## config.mk

```make
export PLATFORM = sky130hd
export DESIGN_NAME = alu_result_stage
export DESIGN_NICKNAME = d
export VERILOG_FILES = /design/src/rtl/gumnut_alu_pkg.sv /design/src/rtl/alu_result_fifo.sv /design/src/rtl/alu_result_stage.sv
export SDC_FILE = /design/constraint.sdc
export NUM_CORES = 1
export LEC_CHECK = 0
export BUFFER_PORTS_ARGS = -buffer_cell sky130_fd_sc_hd__buf_2
export CAP_MARGIN = 40
export CORE_MARGIN = 2
export CORE_UTILIZATION = 55
export CTS_CLUSTER_DIAMETER = 100
export DETAILED_ROUTE_END_ITERATION = 12
export PLACE_DENSITY_LB_ADDON = 0.3
export SETUP_SLACK_MARGIN = 0.02
export SYNTH_ARGS = -nofsm -noshare
export SYNTH_HDL_FRONTEND = slang
export SYNTH_SLANG_ARGS = --single-unit
```

## constraint.sdc

```tcl
create_clock -name clk_i -period 3 [get_ports clk_i]
set_input_delay 0.6 -clock clk_i [delete_from_list [all_inputs] [get_ports clk_i]]
set_output_delay 0.6 -clock clk_i [all_outputs]
set_load 0.05 [all_outputs]
```

## src/rtl/gumnut_alu_pkg.sv

```systemverilog
// Shared types and widths for the ALU result stage: the buffered entry
// format and the default datapath and register-file sizes.
package gumnut_alu_pkg;

    localparam int DATA_W   = 8;
    localparam int RADDR_W  = 3;
    localparam int RF_DEPTH = 1 << RADDR_W;

    typedef struct packed {
        logic [DATA_W-1:0]  data;
        logic               cout;
        logic               vout;
        logic               zero;
        logic [RADDR_W-1:0] rd;
        logic               rd_we;
        logic               flag_en;
    } alu_result_t;

endpackage

```

## src/rtl/alu_result_fifo.sv

```systemverilog
// Two-entry in-order buffer of ALU results. Flush has priority over push/pop;
// every slot is exposed so the top level can search it for forwarding.
module alu_result_fifo
    import gumnut_alu_pkg::*;
(
    input  logic                    clk_i,
    input  logic                    rst_i,
    input  logic                    flush_i,
    input  logic                    push_i,
    input  logic                    pop_i,
    input  alu_result_t             push_entry_i,
    output alu_result_t             head_o,
    output alu_result_t [1:0]       entries_o,
    output logic        [1:0]       valid_o,
    output logic                    rd_ptr_o,
    output logic        [1:0]       count_o
);

    alu_result_t [1:0] entries_q, entries_d;
    logic              wr_ptr_q, wr_ptr_d;
    logic              rd_ptr_q, rd_ptr_d;
    logic        [1:0] count_q, count_d;

    always_comb begin
        entries_d = entries_q;
        wr_ptr_d  = wr_ptr_q;
        rd_ptr_d  = rd_ptr_q;
        count_d   = count_q;
        if (flush_i) begin
            wr_ptr_d = 1'b0;
            rd_ptr_d = 1'b0;
            count_d  = 2'd0;
        end else begin
            if (push_i) begin
                entries_d[wr_ptr_q] = push_entry_i;
                wr_ptr_d            = ~wr_ptr_q;
            end
            if (pop_i) begin
                rd_ptr_d = ~rd_ptr_q;
            end
            count_d = count_q + {1'b0, push_i} - {1'b0, pop_i};
        end
    end

    always_ff @(posedge clk_i) begin
        if (rst_i) begin
            entries_q <= '0;
            wr_ptr_q  <= 1'b0;
            rd_ptr_q  <= 1'b0;
            count_q   <= 2'd0;
        end else begin
            entries_q <= entries_d;
            wr_ptr_q  <= wr_ptr_d;
            rd_ptr_q  <= rd_ptr_d;
            count_q   <= count_d;
        end
    end

    // With one entry only the read slot is live; with two both are.
    always_comb begin
        valid_o = 2'b00;
        case (count_q)
            2'd0:    valid_o = 2'b00;
            2'd1:    valid_o = 2'b01 << rd_ptr_q;
            default: valid_o = 2'b11;
        endcase
    end

    assign head_o    = entries_q[rd_ptr_q];
    assign entries_o = entries_q;
    assign rd_ptr_o  = rd_ptr_q;
    assign count_o   = count_q;

endmodule

```

## src/rtl/alu_result_stage.sv

```systemverilog
// Registered ALU output stage: zero detect, two-entry skid buffer toward
// writeback, Z/C/V commit at pop, and a forwarding lookup over buffered entries.
module alu_result_stage
    import gumnut_alu_pkg::*;
#(
    parameter int DATA_W  = gumnut_alu_pkg::DATA_W,
    parameter int RADDR_W = gumnut_alu_pkg::RADDR_W
) (
    input  logic               clk_i,
    input  logic               rst_i,
    input  logic               flush_i,
    input  logic               in_valid_i,
    output logic               in_ready_o,
    input  logic [DATA_W-1:0]  in_data_i,
    input  logic               in_cout_i,
    input  logic               in_vout_i,
    input  logic [RADDR_W-1:0] in_rd_i,
    input  logic               in_rd_we_i,
    input  logic               in_flag_en_i,
    output logic               wb_valid_o,
    input  logic               wb_ready_i,
    output logic               wb_we_o,
    output logic [RADDR_W-1:0] wb_addr_o,
    output logic [DATA_W-1:0]  wb_data_o,
    output logic               z_flag_o,
    output logic               c_flag_o,
    output logic               v_flag_o,
    input  logic [RADDR_W-1:0] fwd_addr_i,
    output logic               fwd_hit_o,
    output logic [DATA_W-1:0]  fwd_data_o
);

    alu_result_t       new_entry;
    alu_result_t       head;
    alu_result_t [1:0] entries;
    logic        [1:0] entry_valid;
    logic              rd_ptr;
    logic        [1:0] count;
    logic              push;
    logic              pop;
    logic              fwd_idx;

    logic [2:0]         flags_q, flags_d;
    logic [RADDR_W-1:0] last_addr_q, last_addr_d;
    logic [DATA_W-1:0]  last_data_q, last_data_d;

    always_comb begin
        new_entry         = '0;
        new_entry.data    = in_data_i;
        new_entry.cout    = in_cout_i;
        new_entry.vout    = in_vout_i;
        new_entry.zero    = (in_data_i == '0);
        new_entry.rd      = in_rd_i;
        new_entry.rd_we   = in_rd_we_i;
        new_entry.flag_en = in_flag_en_i;
    end

    assign in_ready_o = (count != 2'd2) & ~flush_i;
    assign wb_valid_o = (count != 2'd0);
    assign push       = in_valid_i & in_ready_o;
    assign pop        = wb_valid_o & wb_ready_i & ~flush_i;

    alu_result_fifo u_fifo (
        .clk_i        (clk_i),
        .rst_i        (rst_i),
        .flush_i      (flush_i),
        .push_i       (push),
        .pop_i        (pop),
        .push_entry_i (new_entry),
        .head_o       (head),
        .entries_o    (entries),
        .valid_o      (entry_valid),
        .rd_ptr_o     (rd_ptr),
        .count_o      (count)
    );

    // Flags only move when a flag-enabled entry leaves the buffer.
    always_comb begin
        flags_d     = flags_q;
        last_addr_d = last_addr_q;
        last_data_d = last_data_q;
        if (pop && head.flag_en) begin
            flags_d = {head.zero, head.cout, head.vout};
        end
        if (wb_valid_o) begin
            last_addr_d = head.rd;
            last_data_d = head.data;
        end
    end

    always_ff @(posedge clk_i) begin
        if (rst_i) begin
            flags_q     <= 3'b000;
            last_addr_q <= '0;
            last_data_q <= '0;
        end else begin
            flags_q     <= flags_d;
            last_addr_q <= last_addr_d;
            last_data_q <= last_data_d;
        end
    end

    assign {z_flag_o, c_flag_o, v_flag_o} = flags_q;
    assign wb_we_o   = wb_valid_o & head.rd_we;
    assign wb_addr_o = wb_valid_o ? head.rd   : last_addr_q;
    assign wb_data_o = wb_valid_o ? head.data : last_data_q;

    // Scan oldest slot first so the younger match overrides it.
    always_comb begin
        fwd_hit_o  = 1'b0;
        fwd_data_o = '0;
        fwd_idx    = 1'b0;
        for (int k = 0; k < 2; k++) begin
            fwd_idx = rd_ptr ^ k[0];
            if (entry_valid[fwd_idx] && entries[fwd_idx].rd_we &&
                entries[fwd_idx].rd == fwd_addr_i) begin
                fwd_hit_o  = 1'b1;
                fwd_data_o = entries[fwd_idx].data;
            end
        end
    end

endmodule
```

# Yosys cells after proc, flatten, opt, wreduce, memory -nomap -nowiden
# Cells that the tools add are included.
word_totals:
  word_cells: 68
  regBits: 50
  in_bits: 23
op_classes:
  n_eq_ne: 4
  addsub: 2
  mux: 18
  reduce_logical: 11
  order_cmp: 4
  n_bitwise: 8
  shift: 1
ops:
  columns: ["operator", "count"]
  rows:
  - ["two-way mux 16 bit", 5]
  - ["bitwise mux 32 bit", 1]
  - ["two-way mux 8 bit", 3]
  - ["demux 16 bit (select 1 bit)", 1]
  - ["zero test 8 bit", 1]
  - ["== test 3 bit", 2]
  - ["logical AND 1 bit", 6]
  - ["< comparator 1 x 2 -> 1 bit (second input constant)", 3]
  - ["two-way mux 1 bit", 6]
  - ["AND 1 bit", 5]
  - ["one-hot mux 2 bit (2 select lines)", 1]
  - ["two-way mux 3 bit", 1]
  - ["inverter 1 bit", 3]
  - ["adder 2 x 1 -> 2 bit", 1]
  - ["== test 2 x 1 -> 1 bit (second input constant)", 1]
  - ["zero test 2 bit", 1]
  - ["inequality test 2 bit (second input constant)", 1]
  - ["AND reduction 2 bit", 1]
  - ["nonzero test 2 bit", 1]
  - ["OR reduction 2 bit", 1]
  - ["left shift 1 x 1 -> 2 bit (first input constant)", 1]
  - ["subtractor 2 x 1 -> 2 bit", 1]
  - [">= comparator 1 bit (second input constant)", 1]

# Logic depth before layout (Yosys ltp)
logic_depth:
  ltp_word: 8
  mapped_depth: 10
  mapped_depth_nobuf: 10

# Hierarchy
# From an unflattened synthesis, not the netlist that was laid out.
unflattened:
  cells_unflattened: 289
  hier_area_um2: 2797.7
by_module_without_submodules:
  columns: ["mod", "area_each_um2", "seq_area_each_um2", "instances", "cells_each"]
  rows:
  - ["alu_result_fifo", 1727.9, 720.7, 1, 160]
  - ["alu_result_stage", 1069.8, 280.3, 1, 129]

# Worst setup path before layout
# No wires, ideal clock.
synth_path:
  path_type: "reg-to-output"
  from: "register u_fifo.rd_ptr_q, in the netlist u_fifo.rd_ptr_o"
  to: "output fwd_data_o[2]"
  arrival_ns: 2.816
  stages_incl_launch_ff: 9
  required_time_ns: 2.400
  slack_ns: -0.416
  path_cell_list: "dfxtp_1 -> buf_6 -> mux2i_1 -> nor2_1 -> and4_1 -> clkbuf_1 -> buf_2 -> nand3_1 -> a32oi_1"
synth_between:
  elab_chain_len: 8
synth_lines:
  columns: ["element", "line_no", "source"]
  rows:
  - ["from (decl)", "alu_result_fifo.sv:21", "logic rd_ptr_q, rd_ptr_d;"]
  - ["from (signal assigned)", "alu_result_fifo.sv:54", "rd_ptr_q <= rd_ptr_d;"]
  - ["left shift 1 x 1 -> 2 bit", "alu_result_fifo.sv:64", "2'd1: valid_o = 2'b01 << rd_ptr_q;"]
  - ["one-hot mux 2 bit (2 select lines)", "alu_result_fifo.sv:62", "case (count_q)"]
  - ["two-way mux 1 bit (implied by the code) (2 in a row)", "alu_result_stage.sv:115", "if (entry_valid[fwd_idx] && entries[fwd_idx].rd_we &&"]
  - ["logical AND 1 bit (2 in a row)", "alu_result_stage.sv:115", null]
  - ["two-way mux 8 bit", "alu_result_stage.sv:115", null]
  - ["two-way mux 8 bit *", "alu_result_stage.sv:115", null]
  - ["to (decl)", "alu_result_stage.sv:30", "output logic [DATA_W-1:0] fwd_data_o"]
# Mark *: on every way between the ends. The rest lies on a longest branch, timed or not. The select of a mux whose other input is x is not followed.

# Worst setup path in the final report
# Ends and elaborated chain as after synthesis.

==> results.sh <==
export IMPL_synth_seq_cells=50
export IMPL_fmax_ghz=0.3492
export IMPL_chipHeight_um=71.13
export IMPL_rows=24
export IMPL_final_common_cell="dfxtp_1"
export IMPL_portBuffers=48
export IMPL_status="completed"
export IMPL_core_area_um2=4354
export IMPL_critPathCaptureType="output port"
export IMPL_diodes=0
export IMPL_switching_power_mw=0.3354
export IMPL_dr_total_vias=2049
export IMPL_grt_pass1_wl_um=8528
export IMPL_multi_input_area_um2=1376
export IMPL_drc=0
export IMPL_ant_nets=0
export IMPL_stdcell_count=376
export IMPL_p_per_area_nw_per_um2=434.8
export IMPL_min_period_ns=2.864
export IMPL_fillers=373
export IMPL_drt_first_pass_iters=4
export IMPL_hold_buffers=0
export IMPL_yosys_top_cells_area="dfxtp_1 (40%), mux2i_1 (19%), nor2_1 (6.5%)"
export IMPL_max_cap_violations=0
export IMPL_p_leak_nw=1.254
export IMPL_pwr_share_seq=0.549
export IMPL_grt_pass1_vias=1885
export IMPL_cts_sinks=50
export IMPL_grt_max_degree=41
export IMPL_tns_ns=0
export IMPL_cts_resized=0
export IMPL_critPathMaxFanout=15
export IMPL_avgRoutedWirePerCell_um=13.73
export IMPL_cts_root_buf="clkbuf_8"
export IMPL_placed_area_um2=2801
export IMPL_crit_buf_inv=3
export IMPL_r2r_start="u_fifo.count_o[0]$_SDFF_PP0_"
export IMPL_clk_latency_ns=0.29
export IMPL_netlist_area_um2=2479
export IMPL_yosysTopAreaCell="dfxtp_1"
export IMPL_rrSetupSlack_ns=0.78
export IMPL_seq_area_um2=1005
export IMPL_placed_cells=368
export IMPL_chipWidth_um=71.13
export IMPL_gp_congestion=0.7267
export IMPL_cp_slowest_stage_delay_ns=0.42
export IMPL_syn_area_per_cell_um2=8.916
export IMPL_dieArea_um2=5059
export IMPL_p_int_mw=0.9294
export IMPL_ys_types=37
export IMPL_hold_path_startpoint="flags_q[0]$_SDFFE_PP0P_"
export IMPL_yosysTopAreaCellShare=0.4038
export IMPL_hold_path_depth=2
export IMPL_cp_start_kind="flip-flop"
export IMPL_crit_path_frequent_cell="buf_4"
export IMPL_final_nets=348
export IMPL_critPathArrivalTime_ns=2.26
export IMPL_start_util=0.5693
export IMPL_grt_remaining_overflow=0
export IMPL_critical_path_class="reg -> out"
export IMPL_cp_slowest_cell="dfxtp_4"
export IMPL_worstHoldEndpoint="flags_q[0]$_SDFFE_PP0P_"
export IMPL_netlist_instances=278
export IMPL_cts_made_buffers=5
export IMPL_ios=49
export IMPL_area_growth_pct=17.36
export IMPL_synthesis_nets=303
export IMPL_cts_htree_levels=2
export IMPL_finalMaxSlewViolations=0
export IMPL_antenna_found_initial=0
export IMPL_drive_gt1_frac=0.2438
export IMPL_dpl_hpwl_um=3738
export IMPL_dr_first_iter_drc_count=79
export IMPL_combPwrFrac=0.137
export IMPL_period_share=0.9547
export IMPL_cts_tree="built"
export IMPL_worstPathRequired_ns=2.40
export IMPL_max_vdd_ir_drop_v=0.0003585
export IMPL_yosys_warnings=0
export IMPL_hold_viol=0
export IMPL_crit_family="buffers and inverters"
export IMPL_power_share_switching=0.2652
export IMPL_fin_util=0.6681
export IMPL_slew_headroom=0.5554
export IMPL_tightest_slew_ns=0.6662
export IMPL_ys_seq_area_frac=0.4038
export IMPL_r2r_end="u_fifo.count_o[1]$_SDFF_PP0_"
export IMPL_layout_common_cells="dfxtp_1 (49), mux2i_1 (48), buf_2 (44)"
export IMPL_rsz0062_at_grt="false"
export IMPL_setup_viol=0
export IMPL_clkPwrFrac=0.314
export IMPL_rr_worst_depth=11
export IMPL_cp_cell_sequence="buf_4, mux2_2, nand2_1, or4_1, buf_4, nand3_1, a32oi_2, clkbuf_4"
export IMPL_cts_setup_buffers=0
export IMPL_grt_usage=0.2118
export IMPL_min_path_type="reg -> reg"
export IMPL_clk_path_buf_depth=2
export IMPL_fin_area_um2=2909
export IMPL_vias_per_cell=5.449
export IMPL_wl_um=5164
export IMPL_clk_transition_reported_paths_ns=0.09
export IMPL_clock_skew_ns=0.008109
## worst max path at each step
stage | slack, ns | end | cells after the start | startpoint
after floorplan | 0.11 | fwd_data_o[2] | 8 | u_fifo.rd_ptr_o$_SDFFE_PP0P_
after global placement | 0.37 | fwd_data_o[2] | 7 | fwd_addr_i[2]
after detailed placement | 0.37 | fwd_data_o[2] | 7 | fwd_addr_i[2]
after CTS | 0.06 | fwd_data_o[2] | 8 | u_fifo.rd_ptr_o$_SDFFE_PP0P_
after global routing | 0.04 | fwd_data_o[7] | 8 | u_fifo.rd_ptr_o$_SDFFE_PP0P_
final | 0.14 | fwd_data_o[2] | 8 | u_fifo.rd_ptr_o$_SDFFE_PP0P_
## metal layers
metal,wire (µm),vias up,GRT usage
met1,2309,936,0.2778
li1,-,1045,-
met5,0,-,0
met3,342,8,0.04558
met2,2462,60,0.3531
met4,49,0,0.06080
## state kept, by name, summed over array words and instances, names as in the netlist
| register | count |
|---|---|
| u_fifo.count_o | 2 |
| last_addr_q | 3 |
| flags_q | 3 |
| last_data_q | 8 |
| u_fifo.entries_o | 32 |
| u_fifo.rd_ptr_o | 1 |
| u_fifo.wr_ptr_q | 1 |
## synth_stat cells, drive strengths merged
cell type   n
a211oi      3
a21oi       9
a32oi       4
and2        3
and4        1
buf         9
clkbuf     11
clkinv      1
dfxtp      50
ha          2
inv         7
mux2        2
mux2i      48
nand2      15
nand3      13
nand3b      1
nand4       3
nand4b      3
nor2       43
nor2b      15
nor3        4
nor3b       1
nor4        3
o2111ai     1
o211ai      2
o21ai      10
o31a        1
or2         1
or3         1
or4         1
xnor2       5
xor2        5
## metrics by stage
| stage | hold slack [ns] | power [mW] | worst slack [ns] |
|---|---|---|---|
| 2_1_floorplan | 0.4542 | 0.8308 | 0.1086 |
| 6_report | 0.4973 | 1.265 | 0.1360 |
| 3_3_place_gp | 0.4735 | 0.8776 | 0.3738 |
| 3_5_place_dp | 0.4874 | 0.8844 | 0.3691 |
| 4_1_cts | 0.5020 | 1.276 | 0.05681 |
| 5_1_grt | 0.5315 | 1.316 | 0.03572 |
## area by class of cell
cell class,count,area share
Clock buffer,6,0.02839
Inverter,8,0.01032
Timing Repair Buffer,58,0.1161
Tap cell,52,0.02237
Multi-Input combinational cell,200,0.4731
Sequential cell,50,0.3454
Clock inverter,2,0.004301
## logic make-up after synthesis
logic type	share of synthesized area
AOI/OAI and AO/OA	0.07925
muxes	0.2029
buffers and inverters	0.05502
xor gates and xnor gates	0.03533
adders and majority gates	0.01009
DFF	0.4038
and+or+nand+nor	0.2135
## power by group through the flow
stage          combinational (mW)  clock [mW]  sequential (mW)
2_1_floorplan               0.124           0            0.707
3_3_place_gp                0.167           0            0.710
3_5_place_dp                0.173           0            0.711
5_1_grt                     0.189       0.430            0.698
4_1_cts                     0.174       0.407            0.695
6_report                    0.173       0.397            0.695
## tightest hold or removal path: cells and delay by family (launching register included)
| kind | cells | cell delay (ns) |
|---|---|---|
| flip-flops | 1 | 0.31 |
| AO/OA/AOI/OAI | 1 | 0.05 |
| AND/OR/NAND/NOR | 1 | 0.09 |
Note: power is estimated with default switching activity, not from simulation.
